`config.mk`:
```
export PLATFORM = sky130hd
export DESIGN_NAME = fetch_unit_flat
export DESIGN_NICKNAME = d
export VERILOG_FILES = /design/src/rtl/fetch_pkg.sv /design/src/rtl/fetch_if.sv /design/src/rtl/fetch_queue.sv /design/src/rtl/fetch_unit.sv /design/src/flat_wrapper.sv
export SDC_FILE = /design/constraint.sdc
export NUM_CORES = 1
export LEC_CHECK = 0
export CAP_MARGIN = 20
export CELL_PAD_IN_SITES_DETAIL_PLACEMENT = 1
export CELL_PAD_IN_SITES_GLOBAL_PLACEMENT = 1
export CORE_MARGIN = 1
export CORE_UTILIZATION = 59
export DETAILED_ROUTE_END_ITERATION = 16
export DONT_BUFFER_PORTS = 1
export GPL_TIMING_DRIVEN = 0
export MAX_ROUTING_LAYER = met4
export PLACE_DENSITY = 0.86
export SYNTH_ARGS = -nofsm -noshare
export SYNTH_HDL_FRONTEND = slang
export SYNTH_SLANG_ARGS = --single-unit
```
`constraint.sdc`:
```
create_clock -name clk -period 7.1 [get_ports clk]
set_input_delay 1.42 -clock clk [delete_from_list [all_inputs] [get_ports clk]]
set_output_delay 1.42 -clock clk [all_outputs]
set_load 0.005 [all_outputs]
```
`src/rtl/fetch_pkg.sv`:
```
// Shared types and constants for the decoupled instruction-fetch stage.
package fetch_pkg;
   localparam int unsigned XLEN_P     = 64;
   localparam int unsigned ILEN_P     = 32;
   localparam int unsigned INST_BYTES = 4;

   typedef enum logic [1:0] {S_BOOT, S_RUN, S_FLUSH} fetch_state_e;

   typedef struct packed {
      logic [XLEN_P-1:0] pc;
      logic [ILEN_P-1:0] inst;
   } fq_entry_t;

   // Unsigned add that sticks at all-ones instead of wrapping
   function automatic logic [31:0] sat_add32(input logic [31:0] a, input logic [31:0] b);
      logic [32:0] s;
      s = {1'b0, a} + {1'b0, b};
      return s[32] ? '1 : s[31:0];
   endfunction
endpackage

```
`src/rtl/fetch_if.sv`:
```
// Fetch-stage bus bundle: redirect/stall control, imem request/response and decode handshake.
interface fetch_if import fetch_pkg::*; #(
   parameter int unsigned XLEN = XLEN_P,
   parameter int unsigned ILEN = ILEN_P
);
   logic            stall;
   logic            redirect_valid;
   logic [XLEN-1:0] redirect_pc;
   logic            imem_req_valid;
   logic            imem_req_ready;
   logic [XLEN-1:0] imem_req_addr;
   logic            imem_rsp_valid;
   logic [ILEN-1:0] imem_rsp_inst;
   logic            dec_valid;
   logic            dec_ready;
   logic [XLEN-1:0] dec_pc;
   logic [ILEN-1:0] dec_inst;

   modport master (
      input  stall, redirect_valid, redirect_pc, imem_req_ready, imem_rsp_valid, imem_rsp_inst,
             dec_ready,
      output imem_req_valid, imem_req_addr, dec_valid, dec_pc, dec_inst
   );

   modport slave (
      output stall, redirect_valid, redirect_pc, imem_req_ready, imem_rsp_valid, imem_rsp_inst,
             dec_ready,
      input  imem_req_valid, imem_req_addr, dec_valid, dec_pc, dec_inst
   );
endinterface

```
`src/rtl/fetch_queue.sv`:
```
// Synchronous FIFO with flush and occupancy count; DEPTH must be a power of 2.
module fetch_queue import fetch_pkg::*; #(
   parameter int unsigned WIDTH = 8,
   parameter int unsigned DEPTH = 4
) (
   input  logic                           clk,
   input  logic                           reset,
   input  logic                           push,
   input  logic [WIDTH-1:0]               wdata,
   input  logic                           pop,
   input  logic                           flush,
   output logic [WIDTH-1:0]               rdata,
   output logic [$clog2(DEPTH+1)-1:0]     count,
   output logic                           empty
);
   localparam int unsigned AW = $clog2(DEPTH);
   localparam int unsigned CW = $clog2(DEPTH+1);

   logic [WIDTH-1:0] mem [DEPTH];
   logic [AW-1:0]    rd_ptr, wr_ptr;
   logic [CW-1:0]    cnt;
   logic             full, do_push, do_pop;

   assign empty   = (cnt == '0);
   assign full    = (cnt == CW'(DEPTH));
   assign do_pop  = pop && !empty;
   assign do_push = push && (!full || do_pop);
   assign rdata   = mem[rd_ptr];
   assign count   = cnt;

   always_ff @(posedge clk or posedge reset) begin
      if (reset) begin
         rd_ptr <= '0;
         wr_ptr <= '0;
         cnt    <= '0;
      end else if (flush) begin
         rd_ptr <= '0;
         wr_ptr <= '0;
         cnt    <= '0;
      end else begin
         if (do_push) wr_ptr <= wr_ptr + AW'(1);
         if (do_pop)  rd_ptr <= rd_ptr + AW'(1);
         cnt <= cnt + CW'(do_push) - CW'(do_pop);
      end
   end

   // Storage needs no reset; occupancy is tracked by cnt
   always_ff @(posedge clk) begin
      if (do_push && !flush) mem[wr_ptr] <= wdata;
   end

   a_no_overflow: assert property (@(posedge clk) disable iff (reset)
      !(push && full && !pop && !flush));
endmodule

```
`src/rtl/fetch_unit.sv`:
```
// Decoupled instruction-fetch stage: PC, in-order imem requests, fetch queue, decode handshake.
// Optional FETCH_PERF_EN adds saturating perf_fetched / perf_flushed counters.
module fetch_unit import fetch_pkg::*; #(
   parameter int unsigned    XLEN     = XLEN_P,
   parameter int unsigned    ILEN     = ILEN_P,
   parameter logic [XLEN-1:0] RESET_PC = '0,
   parameter int unsigned    FQ_DEPTH = 4
) (
   input  logic        clk,
   input  logic        reset,
   fetch_if.master     bus
`ifdef FETCH_PERF_EN
   ,
   output logic [31:0] perf_fetched,
   output logic [31:0] perf_flushed
`endif
);
   localparam int unsigned CW = $clog2(FQ_DEPTH+1);

   fetch_state_e     state_q, state_d;
   logic [XLEN-1:0]  pc_q;
   logic [CW-1:0]    drop_cnt_q, drop_cnt_d;
   logic [CW-1:0]    fq_count, outstanding;
   logic             fq_empty, tag_empty;
   logic [XLEN+ILEN-1:0] fq_rdata;
   logic [XLEN-1:0]  tag_pc;
   logic             credit_ok, req_valid, req_fire, rsp, dropping, fq_push, dec_pop, redirect;

   assign redirect  = bus.redirect_valid;
   assign rsp       = bus.imem_rsp_valid;
   assign credit_ok = (({1'b0, fq_count} + {1'b0, outstanding}) < (CW+1)'(FQ_DEPTH));
   assign req_valid = (state_q != S_BOOT) && !bus.stall && !redirect && credit_ok;
   assign req_fire  = req_valid && bus.imem_req_ready;
   assign dropping  = rsp && (drop_cnt_q != '0);
   assign fq_push   = rsp && !dropping && !redirect;
   assign dec_pop   = !fq_empty && bus.dec_ready;

   assign bus.imem_req_valid = req_valid;
   assign bus.imem_req_addr  = pc_q;
   assign bus.dec_valid      = !fq_empty;
   assign bus.dec_pc         = fq_rdata[XLEN+ILEN-1:ILEN];
   assign bus.dec_inst       = fq_rdata[ILEN-1:0];

   // Next state and drop counter; a response arriving with the redirect is dropped too
   always_comb begin
      state_d    = state_q;
      drop_cnt_d = drop_cnt_q;
      if (redirect)      drop_cnt_d = outstanding - CW'(rsp);
      else if (dropping) drop_cnt_d = drop_cnt_q - CW'(1);
      case (state_q)
         S_BOOT:  state_d = S_RUN;
         S_RUN:   if (redirect && drop_cnt_d != '0) state_d = S_FLUSH;
         S_FLUSH: if (drop_cnt_d == '0) state_d = S_RUN;
         default: state_d = S_BOOT;
      endcase
   end

   always_ff @(posedge clk or posedge reset) begin
      if (reset) begin
         state_q    <= S_BOOT;
         pc_q       <= RESET_PC;
         drop_cnt_q <= '0;
      end else begin
         state_q    <= state_d;
         drop_cnt_q <= drop_cnt_d;
         if (redirect)      pc_q <= {bus.redirect_pc[XLEN-1:2], 2'b00};
         else if (req_fire) pc_q <= pc_q + XLEN'(INST_BYTES);
      end
   end

   fetch_queue #(.WIDTH(XLEN+ILEN), .DEPTH(FQ_DEPTH)) u_fq (
      .clk   (clk),
      .reset (reset),
      .push  (fq_push),
      .wdata ({tag_pc, bus.imem_rsp_inst}),
      .pop   (dec_pop),
      .flush (redirect),
      .rdata (fq_rdata),
      .count (fq_count),
      .empty (fq_empty)
   );

   // PC tags of in-flight requests; its occupancy is the outstanding count
   fetch_queue #(.WIDTH(XLEN), .DEPTH(FQ_DEPTH)) u_tag (
      .clk   (clk),
      .reset (reset),
      .push  (req_fire),
      .wdata (pc_q),
      .pop   (rsp),
      .flush (1'b0),
      .rdata (tag_pc),
      .count (outstanding),
      .empty (tag_empty)
   );

   a_rsp_has_tag: assert property (@(posedge clk) disable iff (reset) rsp |-> !tag_empty);

`ifdef FETCH_PERF_EN
   logic [CW:0] flush_inc;
   assign flush_inc = redirect ? ((CW+1)'(fq_count) - (CW+1)'(dec_pop) + (CW+1)'(rsp))
                               : (CW+1)'(dropping);

   always_ff @(posedge clk or posedge reset) begin
      if (reset) begin
         perf_fetched <= '0;
         perf_flushed <= '0;
      end else begin
         perf_fetched <= sat_add32(perf_fetched, 32'(dec_pop));
         perf_flushed <= sat_add32(perf_flushed, 32'(flush_inc));
      end
   end
`endif
endmodule

```
`src/flat_wrapper.sv`:
```
// flat-port wrapper written by rule: the top's interface ports become plain ports
module fetch_unit_flat import fetch_pkg::*;
#(
   parameter int unsigned    XLEN     = XLEN_P,
   parameter int unsigned    ILEN     = ILEN_P,
   parameter logic [XLEN-1:0] RESET_PC = '0,
   parameter int unsigned    FQ_DEPTH = 4
)
  (clk, reset, bus_stall, bus_redirect_valid, bus_redirect_pc, bus_imem_req_ready, bus_imem_rsp_valid, bus_imem_rsp_inst, bus_dec_ready, bus_imem_req_valid, bus_imem_req_addr, bus_dec_valid, bus_dec_pc, bus_dec_inst);
  fetch_if #(.XLEN(XLEN), .ILEN(ILEN)) bus_i ();
  input  logic clk;
  input  logic reset;
  input wire logic [$bits(bus_i.stall)-1:0] bus_stall;
  input wire logic [$bits(bus_i.redirect_valid)-1:0] bus_redirect_valid;
  input wire logic [$bits(bus_i.redirect_pc)-1:0] bus_redirect_pc;
  input wire logic [$bits(bus_i.imem_req_ready)-1:0] bus_imem_req_ready;
  input wire logic [$bits(bus_i.imem_rsp_valid)-1:0] bus_imem_rsp_valid;
  input wire logic [$bits(bus_i.imem_rsp_inst)-1:0] bus_imem_rsp_inst;
  input wire logic [$bits(bus_i.dec_ready)-1:0] bus_dec_ready;
  output wire logic [$bits(bus_i.imem_req_valid)-1:0] bus_imem_req_valid;
  output wire logic [$bits(bus_i.imem_req_addr)-1:0] bus_imem_req_addr;
  output wire logic [$bits(bus_i.dec_valid)-1:0] bus_dec_valid;
  output wire logic [$bits(bus_i.dec_pc)-1:0] bus_dec_pc;
  output wire logic [$bits(bus_i.dec_inst)-1:0] bus_dec_inst;
  assign bus_i.stall = bus_stall;
  assign bus_i.redirect_valid = bus_redirect_valid;
  assign bus_i.redirect_pc = bus_redirect_pc;
  assign bus_i.imem_req_ready = bus_imem_req_ready;
  assign bus_i.imem_rsp_valid = bus_imem_rsp_valid;
  assign bus_i.imem_rsp_inst = bus_imem_rsp_inst;
  assign bus_i.dec_ready = bus_dec_ready;
  assign bus_imem_req_valid = bus_i.imem_req_valid;
  assign bus_imem_req_addr = bus_i.imem_req_addr;
  assign bus_dec_valid = bus_i.dec_valid;
  assign bus_dec_pc = bus_i.dec_pc;
  assign bus_dec_inst = bus_i.dec_inst;
  fetch_unit #(.XLEN(XLEN), .ILEN(ILEN), .RESET_PC(RESET_PC), .FQ_DEPTH(FQ_DEPTH)) u_core (.clk(clk), .reset(reset), .bus(bus_i));
endmodule
```
After elaboration in Yosys (flattened, before gate mapping). Memories as Yosys holds them, arrays and structs flattened. Index checks and enable logic that the tools add are counted.

Word-level logic and storage cells: 80. Memories: 2. Input port bits: 103. Memory bits (read-only): 0. Latch bits: 0. Register bits: 83. Output and inout port bits: 162. Bits in writable memories: 640.

Memories: u_core.u_fq.mem (depth 4, bits a word 96, rd ports 1, clocked after memory_dff 0, wr ports 1, RTL line fetch_queue.sv:19) `logic [WIDTH-1:0] mem [DEPTH];`; u_core.u_tag.mem (depth 4, bits a word 64, rd ports 1, clocked after memory_dff 0, wr ports 1, RTL line fetch_queue.sv:19).

Eq/ne operators: 6. Add/subtract/negate cells: 12. Reductions and logical operators: 34. Shift-type cells: 0. Magnitude comparators: 1. Bitwise logic cells: 0. Divide/modulo/power cells: 0. Multipliers: 0. Muxes and demuxes: 16.

Operators by type and width (number): $mux 64 (2); $add 64x3->64 const B (1); $logic_and 1x1->1 (14); $mux 2 (6); $logic_not 3->1 (3); $mux 3 (3); $sub 3x1->3 (3); $add 2x1->2 const B (4); $reduce_bool 2->1 (4); $logic_not 1->1 (7); $add 3x1->3 (2); $eq 3x3->1 const B (2); $pmux 2 s3 (1); $reduce_bool 3->1 (2); $add 3x3->4 (1); $lt 4x3->1 const B (1); $mux 1 (4); $ne 2x1->1 const B (2); $sub 3x1->3 const B (1); $eq 2x1->1 const B (1); $eq 2x2->1 const B (1); $logic_not 2->1 (1); $logic_or 1x1->1 (2); $reduce_and 2->1 (1).

Longest topological paths before layout. Gate-level depths: netlist of the first run.

Word-level depth: 9. Depth in mapped cells: 14. Gate-level depth less buffers: 13.

Cells and area by module. A second synthesis of the first run with hierarchy kept.

Cells, all modules: 1476. Area, all modules: 28698.8 um2.

By module, submodules not included: fetch_queue (u_core.u_fq) (cells each 547, sequential area each 11706.2 um2, times used 1, area an instance 14297.5 um2); fetch_queue (u_core.u_tag) (cells each 379, sequential area each 7862.5 um2, times used 1, area an instance 9711.8 um2); fetch_unit (cells each 550, sequential area each 1676.6 um2, times used 1, area an instance 4689.5 um2).

Worst setup path before layout of the first run. No wires, ideal clock.

Path kind: input-to-reg. Start point: in bus_redirect_valid. End point: mem u_core.u_fq.mem[0][0] (netlist name), enable pin. Path buffers: 1. Arrival time: 4.403 ns. Stages on the path: 5. Required time: 6.637 ns. Library setup time: 0.463 ns. Path slack: 2.233 ns. Path through: clkbuf_1 clkinv_1 nand3b_1 nor2_1 and2_1.

Cells in the longest elaborated chain, start to end: 6.

RTL lines: start, declared (RTL line flat_wrapper.sv:14) `input wire logic [$bits(bus_i.redirect_valid)-1:0] bus_redirect_valid;`; $logic_not 1->1 * (RTL line fetch_queue.sv:49, fetch_unit.sv:35); $logic_and 1x1->1 (RTL line fetch_unit.sv:35) `assign fq_push = rsp && !dropping && !redirect;`; $logic_and 1x1->1 (RTL line fetch_queue.sv:27) `assign do_push = push && (!full || do_pop);`; $logic_and 1x1->1 * (RTL line fetch_queue.sv:49) `if (do_push && !flush) mem[wr_ptr] <= wdata;`; $mux 1 * (RTL line fetch_queue.sv:49); $mux 1 (not written as such) * (RTL line fetch_queue.sv:49); end, declared (RTL line fetch_queue.sv:19).

Mark *: on every way between the ends. The rest lies on a longest branch, timed or not.

Worst setup path in the final report of the first run.
Start point: reg u_core.u_fq.rd_ptr[0]. End point: out bus_dec_pc[61].

Cells in the longest elaborated chain, start to end: 1.

RTL lines: start, declared (RTL line fetch_queue.sv:20) `logic [AW-1:0] rd_ptr, wr_ptr;`; start signal, assigned (RTL line fetch_queue.sv:42) `if (do_pop) rd_ptr <= rd_ptr + AW'(1);`; $mem_v2 4x96; end, declared (RTL line flat_wrapper.sv:23) `output wire logic [$bits(bus_i.dec_pc)-1:0] bus_dec_pc;`.

No other way between the ends.

==> results.py, run 1 <==
metrics = {
    "final_layout": {
        "layout.area.seq_um2": 20800,
        "finalNonFillerCells": 2165,
        "final_design_area_no_fill_um2": 31100,
        "layout.cells.most_common": "sky130_fd_sc_hd__edfxtp_1",
        "syn_to_final_growth_pct": 12.9,
        "layout.nets": 1614,
        "fillers": 3672,
        "multi_input_area_um2": 6370,
        "drive_gt1_frac": 0.206,
        "mostFrequentLayoutCells": "sky130_fd_sc_hd__edfxtp_1 (624), sky130_fd_sc_hd__mux4_2 (156), sky130_fd_sc_hd__nand2_1 (95), sky130_fd_sc_hd__dfrtp_1 (81), sky130_fd_sc_hd__clkbuf_16 (76)",
    },
    "setup_path": {
        "endpoint_kind": "output pin",
        "critical_path_arrival_ns": 3.18,
        "rr_endpoint": "u_core.u_tag.count[2]",
        "critPathMaxFanout": 10,
        "crit_path_start_kind": "register",
        "timing.critical_path.required_ns": 5.68,
        "r2r_slack_ns": 2.89,
        "crit_start": "u_core.u_fq.rd_ptr[0]",
        "r2r-start": "u_core.u_tag.count[2]",
        "ff2ff_path_depth": 14,
        "critical_path_class": "reg -> out",
        "termination_of_the_worst_setup_path": "bus_dec_pc[61]",
    },
    "sta": {
        "finalCritPeriodShare": 0.648,
        "fin_worst_skew_ns": 0.0239,
        "grt_setup_unrepaired": "false",
        "timing.final.setup_violations": 0,
        "slew_headroom": 0.264,
        "worst_pin_slew_ns": 1.10,
        "timing_hold_violations_final": 0,
        "final_max_slew_viol_count": 0,
        "setup_total_negative_slack_ns": 0,
        "worst_slack_ns": 2.50,
        "clock.fmax_ghz": 0.217,
        "post_layout_min_period_ns": 4.60,
    },
    "synthesis": {
        "synth_mux_area_frac": 0.130,
        "synth.area.top_cells": "sky130_fd_sc_hd__edfxtp_1 (68%), sky130_fd_sc_hd__mux4_2 (13%), sky130_fd_sc_hd__dfrtp_1 (7.4%), sky130_fd_sc_hd__nand2_1 (1.3%), sky130_fd_sc_hd__ha_1 (0.82%)",
        "synth_edf_count": 624,
        "synth_compound_gate_area_share": 0.0336,
        "async_flop_share": 0.115,
        "ys_seq_area_frac": 0.755,
        "synth.top_cell.area_share": 0.681,
        "synth-xor-area-share": 0.00637,
        "syn-cell-area_um2": 27500,
        "yosys_register_bits": 705,
        "postSynthAreaPerCell_um2": 19.6,
        "dominantRegCellSynth": "sky130_fd_sc_hd__edfxtp_1",
        "synth_largest_area_cell": "sky130_fd_sc_hd__edfxtp_1",
        "number_of_warnings_printed_during_yosys_synthesis": 0,
        "synth_cells": 1404,
        "yosysUniqueCellTypes": 64,
        "post_synth_fa_ha_maj_area_fraction": 0.00964,
        "combinational_family_with_the_most_area_after_synthesis": "multiplexers",
        "synth_simple_gate_area_share": 0.0510,
    },
    "power": {
        "power_mw": 11.3,
        "total_leakage_power_nw": 10.1,
        "power_density_nw_per_um2": 363,
        "max-vdd-ir-drop_v": 0.000241,
    },
    "clocking": {
        "cts.hold.buffers_added": 0,
        "numCtsBuffers": 71,
        "post_cts.resized_instances": 0,
        "cts_post_setup_buffers_inserted": 0,
        "numClockSinks": 705,
        "cts_buffer_depth": 3,
        "clock_tree.htree_level_count": 3,
        "cts-root-buf": "sky130_fd_sc_hd__clkbuf_16",
        "cts_tree": "yes",
        "clock_latency_ns": 0.62,
        "worst_setup_hold_path_clk_slew_ns": 0.07,
    },
    "grt": {
        "number_of_global_route_vias_before_repair": 15800,
        "grt_use_total": 0.328,
        "grt_start_max_net_pins": 61,
        "grt_antenna_before_repair": 13,
        "grt_first_pass_wirelength_um": 107000,
        "gr_overflow_total": 0,
    },
    "die": {
        "ioPinCount": 265,
        "floorplan.die.width_um": 218,
        "core_region_area_um2": 45700,
        "die_h_um": 218,
        "placement_rows": 78,
        "fp.dieArea_um2": 47500,
        "start_util": 0.602,
    },
    "place": {
        "dp_slack_ns": 2.40,
        "placement.cell_area_um2": 28500,
        "buffers_on_ports": 0,
        "placed_cells": 2017,
        "dp_hpwl_um": 45800,
        "gp_routability_congestion": 0.850,
    },
    "detailed_routing": {
        "firstDrtPassIters": 6,
        "route.final.wire_length_um": 73700,
        "routed-via-count": 14800,
        "route.antenna.remaining_nets": 0,
        "detail_route.wl_per_cell_um": 34.0,
        "drtIter0Drc": 1649,
        "via_per_instance_ratio": 6.83,
        "drc_errors": 0,
    },
    "flow_run": {
        "maxCapViolCount": 0,
    },
    "hold_path": {
        "hold_class": "reg -> reg",
    },
    "run_status": {
        "outcome": "complete, no violations",
    },
}
## critical path, stage by stage, from the launching register on
cell and delay [ns]:
sky130_fd_sc_hd__dfrtp_1 0.32, sky130_fd_sc_hd__clkbuf_1 0.61, sky130_fd_sc_hd__buf_1 0.38, sky130_fd_sc_hd__buf_8 0.22, sky130_fd_sc_hd__buf_2 0.40, sky130_fd_sc_hd__mux4_2 0.63
## worst min-delay path by stage
stage	from	endpoint	cells after the start	slack [ns]
6_report	u_core.state_q[1]	u_core.state_q[0]	1	0.47
5_1_grt	u_core.state_q[1]	u_core.state_q[0]	1	0.51
2_1_floorplan	u_core.state_q[1]	u_core.state_q[0]	1	0.44
3_3_place_gp	u_core.state_q[1]	u_core.state_q[0]	1	0.45
4_1_cts	u_core.state_q[1]	u_core.state_q[0]	1	0.47
3_5_place_dp	u_core.state_q[1]	u_core.state_q[0]	1	0.47
## flip-flops by register name, indices dropped and copies added, names as in the netlist
signal	cells
u_core.u_fq.rd_ptr	2
u_core.u_tag.wr_ptr	2
u_core.u_tag.rd_ptr	2
u_core.u_fq.mem	376
u_core.u_tag.count	3
u_core.bus.imem_req_addr	62
u_core.u_tag.mem	248
u_core.u_fq.wr_ptr	2
u_core.state_q	2
u_core.drop_cnt_q	3
u_core.u_fq.count	3
## stage by stage
stage	utilization	hold WS, ns
finish	0.680	0.473
global route	0.680	0.509
CTS	0.679	0.474
detailed placement	0.625	0.467
global placement	0.619	0.454
floorplan	-	0.445
## power breakdown
group	switching, mW	internal, mW	leakage (nW)	total, mW
logic	1.20	0.874	2.22	2.07
clock network	1.56	2.41	1.22	3.97
registers	0.252	4.98	6.62	5.23
total	3.01	8.26	10.1	11.3
## cell type report
cell class | instances | share of cell area
antenna | 17 | 0.00137
buffer | 72 | 0.0102
clock buffer | 92 | 0.0638
clock inverter | 38 | 0.0158
inverter | 23 | 0.00286
multi-input combinational | 607 | 0.205
sequential | 705 | 0.669
tap | 600 | 0.0242
timing repair buffer | 11 | 0.00798
## cells in the mapped netlist, types with 4 or more instances
cell type	number
sky130_fd_sc_hd__or3_1	5
sky130_fd_sc_hd__o21ai_0	36
sky130_fd_sc_hd__clkbuf_1	42
sky130_fd_sc_hd__a32oi_1	5
sky130_fd_sc_hd__nand3_1	29
sky130_fd_sc_hd__mux4_2	156
sky130_fd_sc_hd__and3_1	7
sky130_fd_sc_hd__buf_2	8
sky130_fd_sc_hd__a41oi_1	5
sky130_fd_sc_hd__o21ai_1	8
sky130_fd_sc_hd__nor2_1	37
sky130_fd_sc_hd__xor2_1	9
sky130_fd_sc_hd__nand2_1	95
sky130_fd_sc_hd__o211ai_1	20
sky130_fd_sc_hd__a21oi_1	15
sky130_fd_sc_hd__nand4_1	23
sky130_fd_sc_hd__buf_4	8
sky130_fd_sc_hd__inv_1	22
sky130_fd_sc_hd__a31oi_1	10
sky130_fd_sc_hd__nor3_1	9
sky130_fd_sc_hd__nor4_1	4
sky130_fd_sc_hd__ha_1	18
sky130_fd_sc_hd__edfxtp_1	624
sky130_fd_sc_hd__buf_1	13
sky130_fd_sc_hd__xnor2_1	11
sky130_fd_sc_hd__o311ai_1	6
sky130_fd_sc_hd__and2_1	23
sky130_fd_sc_hd__dfrtp_1	81
sky130_fd_sc_hd__o311ai_0	13
## per-layer routing
layer / global-route usage / vias up / part of all wire
met4: 0.154 / 0 / 0.040
met5: - / - / 0
li1: - / 5928 / -
met1: 0.399 / 7734 / 0.36
met3: 0.0886 / 209 / 0.099
met2: 0.514 / 925 / 0.50
## cells by family after synthesis
kind of cell,Yosys count
adder cells (fa/ha/maj),20
XOR/XNOR,20
AO/OA/AOI/OAI,137
other,1
AND/OR/NAND/NOR,265
flip-flops,705
multiplexers,161
buffers and inverters,95
(Power assumes the default switching activity.)
==> inputs of run 2 (changes only) <==
CORE_UTILIZATION = 55   (was 59)
PLACE_DENSITY = 0.81   (was 0.86)
clock period = 4.5 ns   (was 7.1 ns; I/O delays follow)
==> results.py, run 2 (synthesis gave the netlist of run 1 again) <==
metrics = {
    "run_status": {
        "outcome": "complete, no violations",
    },
    "place": {
        "gp_routability_congestion": 0.865,
        "placed_cells": 2085,
        "buffers_on_ports": 0,
        "dp_hpwl_um": 44900,
    },
    "final_layout": {
        "drive_gt1_frac": 0.211,
        "largest_register_ff_count": 376,
        "syn_to_final_growth_pct": 13.4,
        "finalNonFillerCells": 2234,
        "mostFrequentLayoutCells": "sky130_fd_sc_hd__edfxtp_1 (624), sky130_fd_sc_hd__mux4_2 (156), sky130_fd_sc_hd__nand2_1 (95), sky130_fd_sc_hd__dfrtp_1 (81), sky130_fd_sc_hd__clkbuf_16 (77)",
        "layout.nets": 1619,
        "fillers": 4106,
        "layout.cells.most_common": "sky130_fd_sc_hd__edfxtp_1",
        "register_name_with_the_most_flops": "u_core.u_fq.mem",
    },
    "flow_run": {
        "maxCapViolCount": 0,
    },
    "clocking": {
        "clock_latency_ns": 0.62,
        "numClockSinks": 705,
        "cts-root-buf": "sky130_fd_sc_hd__clkbuf_16",
        "cts_buffer_depth": 3,
        "cts_post_setup_buffers_inserted": 0,
        "worst_setup_hold_path_clk_slew_ns": 0.06,
        "cts_tree": "yes",
        "numCtsBuffers": 73,
        "cts.hold.buffers_added": 0,
        "clock_tree.htree_level_count": 3,
    },
    "sta": {
        "final_max_slew_viol_count": 0,
        "worst_pin_slew_ns": 1.02,
        "timing.final.setup_violations": 0,
        "fin_worst_skew_ns": 0.0325,
        "clock.fmax_ghz": 0.241,
        "timing_hold_violations_final": 0,
        "grt_setup_unrepaired": "false",
        "slew_headroom": 0.317,
        "post_layout_min_period_ns": 4.14,
        "finalCritPeriodShare": 0.921,
    },
    "setup_path": {
        "timing.critical_path.required_ns": 5.00,
        "critical_path_class": "reg -> reg",
        "r2r_slack_ns": 0.36,
        "crit_path_start_kind": "register",
        "endpoint_kind": "register",
        "critPathMaxFanout": 10,
        "critical_path_arrival_ns": 4.65,
        "ff2ff_path_depth": 14,
    },
    "grt": {
        "global_route.peak_usage_layer": "met2",
        "grt_start_max_net_pins": 68,
        "gr_overflow_total": 0,
        "groute.layer.met1.usage": 0.359,
        "grt_first_pass_wirelength_um": 101000,
        "grt_antenna_before_repair": 16,
        "grt_use_total": 0.289,
        "grt_use_met2": 0.452,
        "number_of_global_route_vias_before_repair": 15200,
        "grt_use_met3": 0.0834,
    },
    "detailed_routing": {
        "via_per_instance_ratio": 6.42,
        "firstDrtPassIters": 5,
        "route.antenna.remaining_nets": 0,
        "routed-via-count": 14300,
        "route.final.wire_length_um": 69600,
        "detail_route.wl_per_cell_um": 31.1,
        "drtIter0Drc": 1262,
        "drc_errors": 0,
    },
    "die": {
        "fp.dieArea_um2": 50900,
        "die_h_um": 226,
        "floorplan.die.width_um": 226,
        "start_util": 0.560,
        "core_region_area_um2": 49200,
        "placement_rows": 81,
        "ioPinCount": 265,
    },
    "hold_path": {
        "hold_class": "in -> async",
    },
    "power": {
        "power_mw": 17.5,
        "max-vdd-ir-drop_v": 0.000315,
        "power_density_nw_per_um2": 561,
        "total_leakage_power_nw": 10.1,
    },
}
run 2: final cells by class:
| class | count | area, um2 | area share |
|---|---|---|---|
| well taps | 664 | 831 | 0.0266 |
| multi-input cells | 607 | 6370 | 0.204 |
| repair buffers | 14 | 373 | 0.0119 |
| flip-flops and latches | 705 | 20800 | 0.665 |
| clock buffers | 95 | 2040 | 0.0655 |
| inverters | 23 | 88.8 | 0.00285 |
| clock inverters | 38 | 372 | 0.0119 |
| plain buffers | 72 | 319 | 0.0102 |
| diodes | 16 | 40.0 | 0.00128 |
run 2: final timing paths:
| kind | from | endpoint |
|---|---|---|
| max | u_core.u_tag.count[2] | u_core.u_tag.count[2] |
| min | reset | u_core.u_fq.count[1] |
| max reg2reg | u_core.u_tag.count[2] | u_core.u_tag.count[2] |
| min reg2reg | u_core.state_q[1] | u_core.state_q[0] |
| max in group asynchronous | reset | u_core.bus.imem_req_addr[23] |
| min in group clk | bus_imem_rsp_inst[25] | u_core.u_fq.mem[2][25] |
run 2: routing by layer:
metal	up-vias	part of all wire
li1	5930	-
met1	7670	0.39
met2	626	0.50
met3	108	0.089
met4	0	0.026
met5	-	0
run 2: power breakdown:
| part | internal, mW | leakage, nW | switching [mW] |
|---|---|---|---|
| logic | 1.37 | 2.27 | 1.81 |
| registers | 7.85 | 6.62 | 0.377 |
| clock network | 3.61 | 1.19 | 2.48 |
run 2: through the flow:
stage | setup TNS [ns] | hold slack, ns | cell area, um2 | setup WS, ns | utilization
after floorplan | 0 | 0.445 | 27500 | 0.153 | -
after detailed placement | 0 | 0.483 | 28700 | 0.255 | 0.585
after CTS | 0 | 0.0633 | 31200 | 0.00780 | 0.634
final | 0 | 0.0812 | 31200 | 0.355 | 0.635
after global routing | 0 | 0.0867 | 31200 | 0.107 | 0.635
after global placement | -1129.43 | 0.453 | 28300 | -2.13 | 0.577
run 2: critical path, cell delays in order, from the launching register on:
cell	delay (ns)
sky130_fd_sc_hd__dfrtp_1	0.44
sky130_fd_sc_hd__ha_1	0.31
sky130_fd_sc_hd__or4_1	0.55
sky130_fd_sc_hd__nor3_2	0.26
sky130_fd_sc_hd__nand3_1	0.29
sky130_fd_sc_hd__buf_2	0.32
sky130_fd_sc_hd__nor2_1	0.51
sky130_fd_sc_hd__inv_1	0.12
sky130_fd_sc_hd__ha_1	0.31
sky130_fd_sc_hd__inv_1	0.06
sky130_fd_sc_hd__ha_1	0.14
sky130_fd_sc_hd__inv_1	0.05
sky130_fd_sc_hd__fa_1	0.38
sky130_fd_sc_hd__xnor2_1	0.15
sky130_fd_sc_hd__xnor2_1	0.13
run 2: what timing repair did:
action                                  4_1_cts  5_1_grt
hold endpoints to repair                      0        0
endpoints found under the setup margin        0       38
gates resized for setup                       0        2
==> inputs of run 3 (changes only) <==
CORE_UTILIZATION = 45   (was 55)
PLACE_DENSITY = 0.69   (was 0.81)
==> results.py, run 3 (synthesis gave the netlist of run 1 again) <==
metrics = {
    "sta": {
        "timing.final.setup_violations": 0,
        "post_layout_min_period_ns": 4.13,
        "worst_slack_ns": 0.368,
        "timing_hold_violations_final": 0,
        "worst_pin_slew_ns": 0.947,
        "final_max_slew_viol_count": 0,
        "clock.fmax_ghz": 0.242,
        "grt_setup_unrepaired": "false",
        "finalCritPeriodShare": 0.918,
        "slew_headroom": 0.369,
        "fin_worst_skew_ns": 0.0176,
    },
    "final_layout": {
        "layout.nets": 1624,
        "layout.area.seq_um2": 20800,
        "mostFrequentLayoutCells": "sky130_fd_sc_hd__edfxtp_1 (624), sky130_fd_sc_hd__mux4_2 (156), sky130_fd_sc_hd__nand2_1 (95), sky130_fd_sc_hd__dfrtp_1 (81), sky130_fd_sc_hd__clkbuf_16 (76)",
        "finalNonFillerCells": 2357,
        "multi_input_area_um2": 6370,
        "largest_register_ff_count": 376,
        "fillers": 5393,
        "syn_to_final_growth_pct": 14.1,
        "post-route-util": 0.520,
        "register_name_with_the_most_flops": "u_core.u_fq.mem",
        "layout.cells.most_common": "sky130_fd_sc_hd__edfxtp_1",
        "drive_gt1_frac": 0.208,
    },
    "grt": {
        "gr_overflow_total": 0,
        "grt_start_max_net_pins": 50,
        "number_of_global_route_vias_before_repair": 14900,
        "grt_antenna_before_repair": 18,
        "grt_use_total": 0.234,
        "grt_first_pass_wirelength_um": 102000,
    },
    "die": {
        "core_region_area_um2": 60400,
        "ioPinCount": 265,
        "fp.dieArea_um2": 62100,
        "die_h_um": 249,
        "placement_rows": 90,
        "start_util": 0.456,
        "floorplan.die.width_um": 249,
    },
    "place": {
        "buffers_on_ports": 0,
        "dp_slack_ns": 0.187,
        "placed_cells": 2204,
        "gp_routability_congestion": 0.831,
        "dp_hpwl_um": 46500,
    },
    "detailed_routing": {
        "drc_errors": 0,
        "drtIter0Drc": 1180,
        "route.antenna.remaining_nets": 0,
        "routed-via-count": 14000,
        "detail_route.wl_per_cell_um": 29.6,
        "firstDrtPassIters": 7,
        "via_per_instance_ratio": 5.95,
        "route.final.wire_length_um": 69900,
    },
    "clocking": {
        "numClockSinks": 705,
        "clock_latency_ns": 0.62,
        "cts_post_setup_buffers_inserted": 0,
        "cts.hold.buffers_added": 0,
        "cts_tree": "yes",
        "cts_buffer_depth": 3,
        "clock_tree.htree_level_count": 3,
        "cts-root-buf": "sky130_fd_sc_hd__clkbuf_16",
        "post_cts.resized_instances": 0,
        "worst_setup_hold_path_clk_slew_ns": 0.06,
        "numCtsBuffers": 74,
    },
    "power": {
        "max-vdd-ir-drop_v": 0.000233,
        "total_leakage_power_nw": 10.1,
        "power_density_nw_per_um2": 558,
    },
    "setup_path": {
        "critical_path_class": "reg -> reg",
        "ff2ff_path_depth": 14,
        "worstSetupPathDepth": 14,
        "cpPeakStageDelay_ns": 0.53,
        "cp_cell_sequence": "ha_1 -> or4_1 -> nor3_2 -> nand3_1 -> buf_2 -> nor2_1 -> inv_1 -> ha_1 -> inv_1 -> ha_1 -> inv_1 -> fa_1 -> xnor2_1 -> xnor2_1",
        "cp.buffers_inverters": 4,
        "crit_path_start_kind": "register",
        "timing.critical_path.required_ns": 4.99,
        "endpoint_kind": "register",
        "critPathSlowestCell": "sky130_fd_sc_hd__or4_1",
        "critical_path_arrival_ns": 4.62,
        "critPathMaxFanout": 10,
        "family_with_the_most_delay_on_the_worst_path": "simple AND/OR/NAND/NOR gates",
    },
    "hold_path": {
        "hold_class": "in -> async",
    },
    "run_status": {
        "outcome": "complete, no violations",
    },
    "flow_run": {
        "maxCapViolCount": 0,
    },
}
## run 3: cell count changes in the layout (fill, tap and decap cells not counted), moves of 2 or more
cell and change:
sky130_fd_sc_hd__clkbuf_1 +8, sky130_fd_sc_hd__clkbuf_8 -5, sky130_fd_sc_hd__clkinv_2 -5, sky130_fd_sc_hd__buf_8 +4, sky130_fd_sc_hd__buf_12 +2, sky130_fd_sc_hd__buf_16 -2, sky130_fd_sc_hd__clkinv_4 +2
## run 3: power by group
group          internal [mW]  total (mW)  switching [mW]
Combinational           1.41        3.21            1.80
Clock                   3.58        6.06            2.48
Sequential              7.85        8.22           0.373
## run 3: stage by stage
stage / hold WS [ns] / total power [mW] / TNS (ns) / instance area (um2)
2_1_floorplan: 0.445 / 10.5 / 0 / 27500
3_3_place_gp: 0.457 / 11.4 / -1273.45 / 28500
3_5_place_dp: 0.484 / 11.6 / 0 / 28900
4_1_cts: 0.292 / 17.7 / 0 / 31300
5_1_grt: 0.321 / 18.1 / 0 / 31400
6_report: 0.270 / 17.5 / 0 / 31400
## run 3: worst paths after layout
check                                 startpoint                      endpoint  slack, ns
min reg2reg                    u_core.state_q[1]             u_core.state_q[0]       0.49
min                                        reset  u_core.bus.imem_req_addr[51]       0.27
max reg2reg                u_core.u_tag.count[2]         u_core.u_tag.count[2]       0.37
min in group clk           bus_imem_rsp_inst[12]        u_core.u_fq.mem[3][12]       0.39
max                        u_core.u_tag.count[2]         u_core.u_tag.count[2]       0.37
max in group asynchronous                  reset         u_core.u_fq.rd_ptr[1]       3.59
## run 3: metal layers
metal / global-route usage / part of all wire / vias to the layer above / wire length, um
met5: - / 0 / - / 0
met4: 0.0744 / 0.021 / 0 / 1450
met3: 0.0648 / 0.074 / 98 / 5140
met2: 0.371 / 0.49 / 479 / 34600
met1: 0.293 / 0.41 / 7509 / 28700
li1: - / - / 5946 / -
## run 3: final cells by class
class                      count  area share
clock buffer                  97      0.0631
timing repair buffer          18      0.0133
inverter                      23     0.00283
antenna                       16     0.00128
tap                          782      0.0312
buffer                        72      0.0101
sequential                   705       0.662
multi-input combinational    607       0.203
clock inverter                37      0.0132
